[src/rtl/baud_gen_frac.sv]
// Fractional UART baud generator: oversample tick, baud tick and square baud clock
// from a runtime-programmable integer + fractional divisor.
module baud_gen_frac #(
    parameter int unsigned DIV_W      = 16,
    parameter int unsigned FRAC_W     = 4,
    parameter int unsigned OVERSAMPLE = 16,
    parameter int unsigned DEF_DIV    = 1,
    parameter int unsigned DEF_FRAC   = 0
) (
    input  logic                          clk1_8m,
    input  logic                          rst,
    input  logic                          en,
    input  logic [DIV_W-1:0]              div_int_in,
    input  logic [FRAC_W-1:0]             div_frac_in,
    input  logic                          div_load,
    output logic                          div_ack,
    output logic                          tick_os,
    output logic                          tick_baud,
    output logic                          clk_baud,
    output logic [$clog2(OVERSAMPLE)-1:0] os_phase
);

    localparam int unsigned OS_W = $clog2(OVERSAMPLE);
    localparam logic [DIV_W-1:0]  DEF_DIV_EFF = (DEF_DIV == 0) ? DIV_W'(1) : DIV_W'(DEF_DIV);
    localparam logic [FRAC_W-1:0] DEF_FRAC_V  = FRAC_W'(DEF_FRAC);
    localparam logic [OS_W-1:0]   PHASE_LAST  = OS_W'(OVERSAMPLE - 1);

    // A zero divisor is stored as 1, so the reload value div-1 never underflows.
    function automatic logic [DIV_W-1:0] eff_div(input logic [DIV_W-1:0] d);
        return (d == '0) ? DIV_W'(1) : d;
    endfunction

    logic [DIV_W-1:0]  cnt_q, cnt_d;
    logic [DIV_W-1:0]  div_q, div_d;
    logic [FRAC_W-1:0] frac_q, frac_d;
    logic [FRAC_W-1:0] acc_q, acc_d;
    logic [DIV_W-1:0]  sh_div_q, sh_div_d;
    logic [FRAC_W-1:0] sh_frac_q, sh_frac_d;
    logic              pend_q, pend_d;
    logic              ack_q, ack_d;
    logic              tick_os_q, tick_os_d;
    logic              tick_baud_q, tick_baud_d;
    logic              clk_baud_q, clk_baud_d;
    logic [OS_W-1:0]   phase_q, phase_d;
    logic [FRAC_W:0]   sum;
    logic [DIV_W:0]    p_full;

    always_ff @(posedge clk1_8m) begin
        if (rst) begin
            cnt_q       <= DEF_DIV_EFF - DIV_W'(1);
            div_q       <= DEF_DIV_EFF;
            frac_q      <= DEF_FRAC_V;
            acc_q       <= '0;
            sh_div_q    <= DEF_DIV_EFF;
            sh_frac_q   <= DEF_FRAC_V;
            pend_q      <= 1'b0;
            ack_q       <= 1'b0;
            tick_os_q   <= 1'b0;
            tick_baud_q <= 1'b0;
            clk_baud_q  <= 1'b0;
            phase_q     <= '0;
        end else begin
            cnt_q       <= cnt_d;
            div_q       <= div_d;
            frac_q      <= frac_d;
            acc_q       <= acc_d;
            sh_div_q    <= sh_div_d;
            sh_frac_q   <= sh_frac_d;
            pend_q      <= pend_d;
            ack_q       <= ack_d;
            tick_os_q   <= tick_os_d;
            tick_baud_q <= tick_baud_d;
            clk_baud_q  <= clk_baud_d;
            phase_q     <= phase_d;
        end
    end

    // Fractional carry lengthens the next interval by one cycle.
    assign sum    = {1'b0, acc_q} + {1'b0, frac_q};
    assign p_full = {1'b0, div_q} + (DIV_W+1)'(sum[FRAC_W]);

    always_comb begin
        cnt_d       = cnt_q;
        div_d       = div_q;
        frac_d      = frac_q;
        acc_d       = acc_q;
        sh_div_d    = sh_div_q;
        sh_frac_d   = sh_frac_q;
        pend_d      = pend_q;
        ack_d       = 1'b0;
        tick_os_d   = 1'b0;
        tick_baud_d = 1'b0;
        phase_d     = phase_q;

        if (!en) begin
            acc_d = '0;
            if (div_load) begin
                div_d  = eff_div(div_int_in);
                frac_d = div_frac_in;
                pend_d = 1'b0;
                ack_d  = 1'b1;
            end else if (pend_q) begin
                div_d  = sh_div_q;
                frac_d = sh_frac_q;
                pend_d = 1'b0;
                ack_d  = 1'b1;
            end
            cnt_d = div_d - DIV_W'(1);
        end else begin
            // Shadow capture; a load on a reload cycle waits for the next one.
            if (div_load) begin
                sh_div_d  = eff_div(div_int_in);
                sh_frac_d = div_frac_in;
                pend_d    = 1'b1;
            end
            if (cnt_q == '0) begin
                tick_os_d   = 1'b1;
                tick_baud_d = (phase_q == PHASE_LAST);
                phase_d     = phase_q + OS_W'(1);
                if (pend_q) begin
                    div_d  = sh_div_q;
                    frac_d = sh_frac_q;
                    acc_d  = '0;
                    cnt_d  = sh_div_q - DIV_W'(1);
                    ack_d  = 1'b1;
                    if (!div_load) begin
                        pend_d = 1'b0;
                    end
                end else begin
                    acc_d = sum[FRAC_W-1:0];
                    cnt_d = DIV_W'(p_full - (DIV_W+1)'(1));
                end
            end else begin
                cnt_d = cnt_q - DIV_W'(1);
            end
        end

        clk_baud_d = phase_d[OS_W-1];
    end

    assign div_ack   = ack_q;
    assign tick_os   = tick_os_q;
    assign tick_baud = tick_baud_q;
    assign clk_baud  = clk_baud_q;
    assign os_phase  = phase_q;

endmodule
[config.mk]
export PLATFORM = sky130hd
export DESIGN_NAME = baud_gen_frac
export DESIGN_NICKNAME = d
export VERILOG_FILES = /design/src/rtl/baud_gen_frac.sv
export SDC_FILE = /design/constraint.sdc
export NUM_CORES = 1
export LEC_CHECK = 0
export CAP_MARGIN = 20
export CORE_ASPECT_RATIO = 1.25
export CORE_MARGIN = 3
export CORE_UTILIZATION = 60
export DETAILED_ROUTE_END_ITERATION = 7
export PLACE_DENSITY_LB_ADDON = 0.12
export SYNTH_ARGS = -nofsm -noshare
export SYNTH_HDL_FRONTEND = slang
export SYNTH_SLANG_ARGS = --single-unit
[constraint.sdc]
create_clock -name clk1_8m -period 4 [get_ports clk1_8m]
set_input_delay 1.2 -clock clk1_8m [delete_from_list [all_inputs] [get_ports clk1_8m]]
set_output_delay 1.2 -clock clk1_8m [all_outputs]
set_load 0.05 [all_outputs]
---- Word-level counts from Yosys, hierarchy flattened ----
Cells that the tools add are included.
word-level totals
  output and inout bits ................... 8
  input port bits ......................... 24
  logic and storage cells ................. 52
  register bits after elaboration ......... 68
operators by class
  reductions and logical operators ........ 6
  multiplexer cells ....................... 23
  bitwise gates (word level) .............. 2
  add/subtract/negate cells ............... 7
  equal/unequal tests ..................... 2
operator list
  kind                                                                      number
  16-bit two-way mux                                                        9
  16-bit by 1-bit subtractor with 16-bit output (second input constant)     4
  16-bit zero test                                                          2
  4-bit two-way mux                                                         5
  16-bit by 1-bit adder with 16-bit output                                  1
  1-bit two-way mux                                                         9
  4-bit by 4-bit adder with 5-bit output                                    1
  4-bit by 1-bit adder with 4-bit output (second input constant)            1
  4-bit equality test (second input constant)                               1
  2-bit AND reduction                                                       2
  3-bit OR reduction                                                        1
  2-bit by 1-bit inequality test with 1-bit output (second input constant)  1
  1-bit inverter                                                            2
  2-bit OR reduction                                                        1

---- Logic depth before layout (Yosys ltp) ----
  depth after elaboration ................. 6
  mapped depth ............................ 15
  depth with buffers taken out ............ 15

---- Least setup slack after synthesis ----
OpenSTA, ideal clock, no wires.
  kind .................................... register to register
  start ................................... register frac_q[0]
  end ..................................... register cnt_q[15]
  period minus slack after synthesis ...... 2992 ps
  path slack .............................. 1008 ps
  setup time .............................. 126 ps
  cell stages (with the launch flop) ...... 15
  data arrival time ....................... 2866 ps
  cell sequence ........................... dfxtp_1 -> ha_1 -> inv_1 -> fa_1 -> inv_1 -> a21o_1 -> a21oi_1 -> ha_1 -> or4b_4 -> or3b_4 -> nor4b_2 -> xnor2_1 -> mux2i_1 -> a22oi_1 -> o21ai_0
between the ends
  cells in the longest elaborated chain, start to end .. 6
ends and longest elaborated chain
  element                                        line  source
  start: declaration                             35    logic [FRAC_W-1:0] frac_q, frac_d;
  start signal: assignment                       65    frac_q <= frac_d;
  4-bit by 4-bit adder with 5-bit output         79    assign sum = {1'b0, acc_q} + {1'b0, frac_q};
  16-bit by 1-bit adder with 16-bit output       80    assign p_full = {1'b0, div_q} + (DIV_W+1)'(sum[FRAC_W]);
  16-bit by 1-bit subtractor with 16-bit output  131   cnt_d = DIV_W'(p_full - (DIV_W+1)'(1));
  16-bit two-way mux                             120   if (pend_q) begin
  16-bit two-way mux                             116   if (cnt_q == '0) begin
  16-bit two-way mux                             95    if (!en) begin
  end signal: assignment                         50    cnt_q <= DEF_DIV_EFF - DIV_W'(1);
  end signal: assignment                         63    cnt_q <= cnt_d;
  end: declaration                               33    logic [DIV_W-1:0] cnt_q, cnt_d;
Every way passes these cells.
A chain may end at the register's enable or synchronous reset.

---- Worst setup path after layout ----
Ends and elaborated chain as after synthesis.

==> results.md <==
* Outcome: completed
* Vias in the first global route at 4033
* Die Ht at 103.9 um
* Storage element area at 1363 um2
* Peak VDD IR at 184.3 uV
* Starting DRT DRC Count at 214
* Post-layout util at 68.50%
* Crit end category: register
* # IOs at 32
* Largest net degree at the start of global routing at 33
* Logic pwr share at 24.9%
* Final Wtd Congestion at 0.8884
* Routed Antenna Nets at 0
* First-pass GRT wire length at 19180 um
* Ys flop type: dfxtp_1
* Total clock sinks at 68
* Synth Instances at 564
* Max Fclk at 281.4 MHz
* Sequential area share after synthesis at 29.59%
* H-tree levels at 3
* # resized after CTS at 0
* Grt met3 use at 3.407%
* Hold Path Class: register to register
* Mean Syn Cell Area at 8.157 um2
* Drt wl/cell at 16.56 um
* Row cnt at 35
* Clk pwr share at 29.0%
* Max Fanout on Critical Path at 5
* Core ar. at 7401 um2
* Sequential Power Share at 46.1%
* Initial DRT Pass Iterations at 5
* Clock root cell: clkbuf_8
* Post-Route WL at 11280 um
* Final worst-path cycle share at 88.83%
* Initial antenna violation count at 0
* Total Neg Setup Slack at 0 ns
* Share of cells above drive strength 1 at 11.88%
* WS Path Type: register to register
* Startpoint Class: register
* Switching Share at 32.80%
* Synth unique cells at 63
* Post-synth EDFFs at 0
* I/O Buffers at 31
* Min cycle time layout at 3.553 ns
* Number of synthesis warnings at 0
* Cell Pwr Density at 331.9 nW/um2
* # hold bufs at CTS at 0
* Hpwl dp at 8320 um
* Die width at 84.32 um
* Area of the multi-input gates at 2974 um2
* Syn nets at 600
* Fin nets at 620
* TritonCTS Buffers at 9
* Drc violations at 0
* Die area at 8761 um2
* Later-pin clock latency in the skew report at 0.35 ns
* Setup violations, final at 0
* Seq cells post-synth at 68
* Internal at 0.001131 W
* Max-cap violations at 0
* Rel. slew slack at 47.39%
* Diodes inserted at 0
* Initial Utilization at 62.16%
* Global route hottest layer: met2
* Psw at 0.0005520 W
* Async SR Flop Fraction at 0%
* Final count of hold timing violations at 0
* Clock Pin Slew Worst Setup and Hold Paths at 0.08 ns
* Fill cells at 674
* Cell Area, Synth at 4601 um2
* Final slew viol count at 0
* Unrepaired setup endpoints after global routing: no
* All-Layer GR Usage at 26.71%
* Total grt overflow at 0
* TritonCTS clock tree: yes
* Standby leakage power at 1.990 nW
* Via-per-instance ratio at 5.984
* Met1 Use GR at 33.86%
* Clk buf depth at 2
* Vias at 4075
* P&R area growth vs syn at 10.20%
* Fin Clk Skew at 0.01007 ns
* Setup Fix Bufs, Post-CTS at 0
* Worst Tran Pin Value at 0.7872 ns
* Critical Path AT at 3.78 ns
* Req. time, crit path at 4.23 ns
* Met2 usage at 45.03%
power groups by stage:
stage | clock, W | combinational (W) | sequential [W]
after CTS | 0.000500 | 0.000418 | 0.000774
after global routing | 0.000527 | 0.000466 | 0.000782
after global placement | 0 | 0.000407 | 0.000787
after detailed placement | 0 | 0.000415 | 0.000790
after floorplan | 0 | 0.000319 | 0.000775
final | 0.000488 | 0.000419 | 0.000775
area by class of cell:
cell class                      instances  area share, %
Timing Repair Buffer                   44          7.848
Multi-Input combinational cell        445          58.66
Sequential cell                        68          26.88
Clock inverter                          5         0.5676
Clock buffer                           11          2.591
Tap cell                               92          2.270
Inverter                               16          1.185
metal layers:
layer	vias to the layer above	share of wire (%)
met5	-	0
met4	0	3.1
met3	28	3.9
met2	96	50
met1	1928	43
li1	2023	-
cells by family after synthesis:
kind of cell    after synthesis  synth area share (%)
simple gates                219                 23.88
compound gates              116                 16.62
flops                        68                 29.59
xor+xnor                     56                 10.66
buf+inv                      51                 5.765
mux                          42                 10.06
fa+ha+maj                    12                 3.427
layout by cell type (no fill, tap or decap), types with 13 or more instances in the layout:
cell / count
a211oi_1: 21
a21oi_1: 38
buf_4: 13
clkdlybuf4s50_1: 29
dfxtp_1: 67
inv_1: 15
mux2i_1: 29
nand2_1: 75
nor2_1: 71
o21ai_0: 18
xnor2_1: 32
xor2_1: 24
through the flow:
stage | area [um2] | std cells | power, W | hold WS [ns] | setup slack [ns]
after floorplan | 4601 | 564 | 0.001094 | 0.4356 | 1.008
after global placement | 4910 | 665 | 0.001194 | 0.4439 | 0.4333
after detailed placement | 4910 | 665 | 0.001205 | 0.4490 | 0.3167
after CTS | 5070 | 681 | 0.001692 | 0.4598 | 0.4693
final | 5070 | 681 | 0.001683 | 0.4584 | 0.4469
after global routing | 5070 | 681 | 0.001775 | 0.4866 | 0.2808
path summary, 6_finish.rpt:
check	from	to	slack [ns]	cells past startpoint
hold reg to reg	sh_frac_q[1]$_SDFFE_PP0P_	sh_frac_q[1]$_SDFFE_PP0P_	0.46	2
hold / removal	sh_frac_q[1]$_SDFFE_PP0P_	sh_frac_q[1]$_SDFFE_PP0P_	0.46	2
setup reg to reg	frac_q[0]$_SDFFE_PP0P_	cnt_q[15]$_SDFF_PP0_	0.45	14
setup / recovery	frac_q[0]$_SDFFE_PP0P_	cnt_q[15]$_SDFF_PP0_	0.45	14
registers in the layout, indices dropped and copies added, names as in the netlist:
| name | cells |
|---|---|
| tick_baud | 1 |
| frac_q | 4 |
| os_phase | 4 |
| div_q | 16 |
| sh_div_q | 16 |
| sh_frac_q | 4 |
| div_ack | 1 |
| acc_q | 4 |
| tick_os | 1 |
| cnt_q | 16 |
| pend_q | 1 |
synthesized netlist by cell type (2+ instances only):
master	n	share of area, %
a211o_1	2	0.38
a211oi_1	21	3.4
a21o_1	2	0.33
a21oi_1	38	4.1
a21oi_2	8	1.5
a22oi_1	2	0.33
a31oi_1	5	0.68
and3_1	2	0.27
and4_1	2	0.38
and4bb_2	2	0.54
buf_2	3	0.33
buf_4	3	0.49
buf_8	2	0.65
clkbuf_1	23	1.9
clkbuf_8	2	0.60
dfxtp_1	68	30
ha_1	11	3.0
inv_1	15	1.2
mux2_2	6	1.5
mux2_4	7	2.3
mux2i_1	29	6.3
nand2_1	75	6.1
nand2_4	2	0.49
nand2b_1	2	0.27
nand3_1	11	1.2
nand3b_1	3	0.49
nand4_1	4	0.54
nor2_1	71	5.8
nor3_1	10	1.1
nor3b_1	4	0.65
nor4_1	11	1.5
o211ai_1	4	0.65
o21a_1	2	0.33
o21ai_0	18	2.0
o22ai_1	5	0.68
o31ai_1	2	0.33
or3_1	4	0.54
or4_1	3	0.49
or4_4	2	0.49
xnor2_1	32	6.1
xor2_1	24	4.6
worst max-delay path, cell delays in order, from the launching register on:
cell and delay [ns]:
dfxtp_1 0.34, ha_1 0.22, inv_1 0.07, fa_1 0.20, inv_1 0.05, a21o_1 0.17, a21oi_1 0.26, ha_1 0.28
or4b_4 0.53, or3b_4 0.43, nor4b_2 0.32, xnor2_1 0.15, mux2i_1 0.10, a22oi_1 0.21, o21ai_0 0.11
Power figures use the tool's default switching activity.
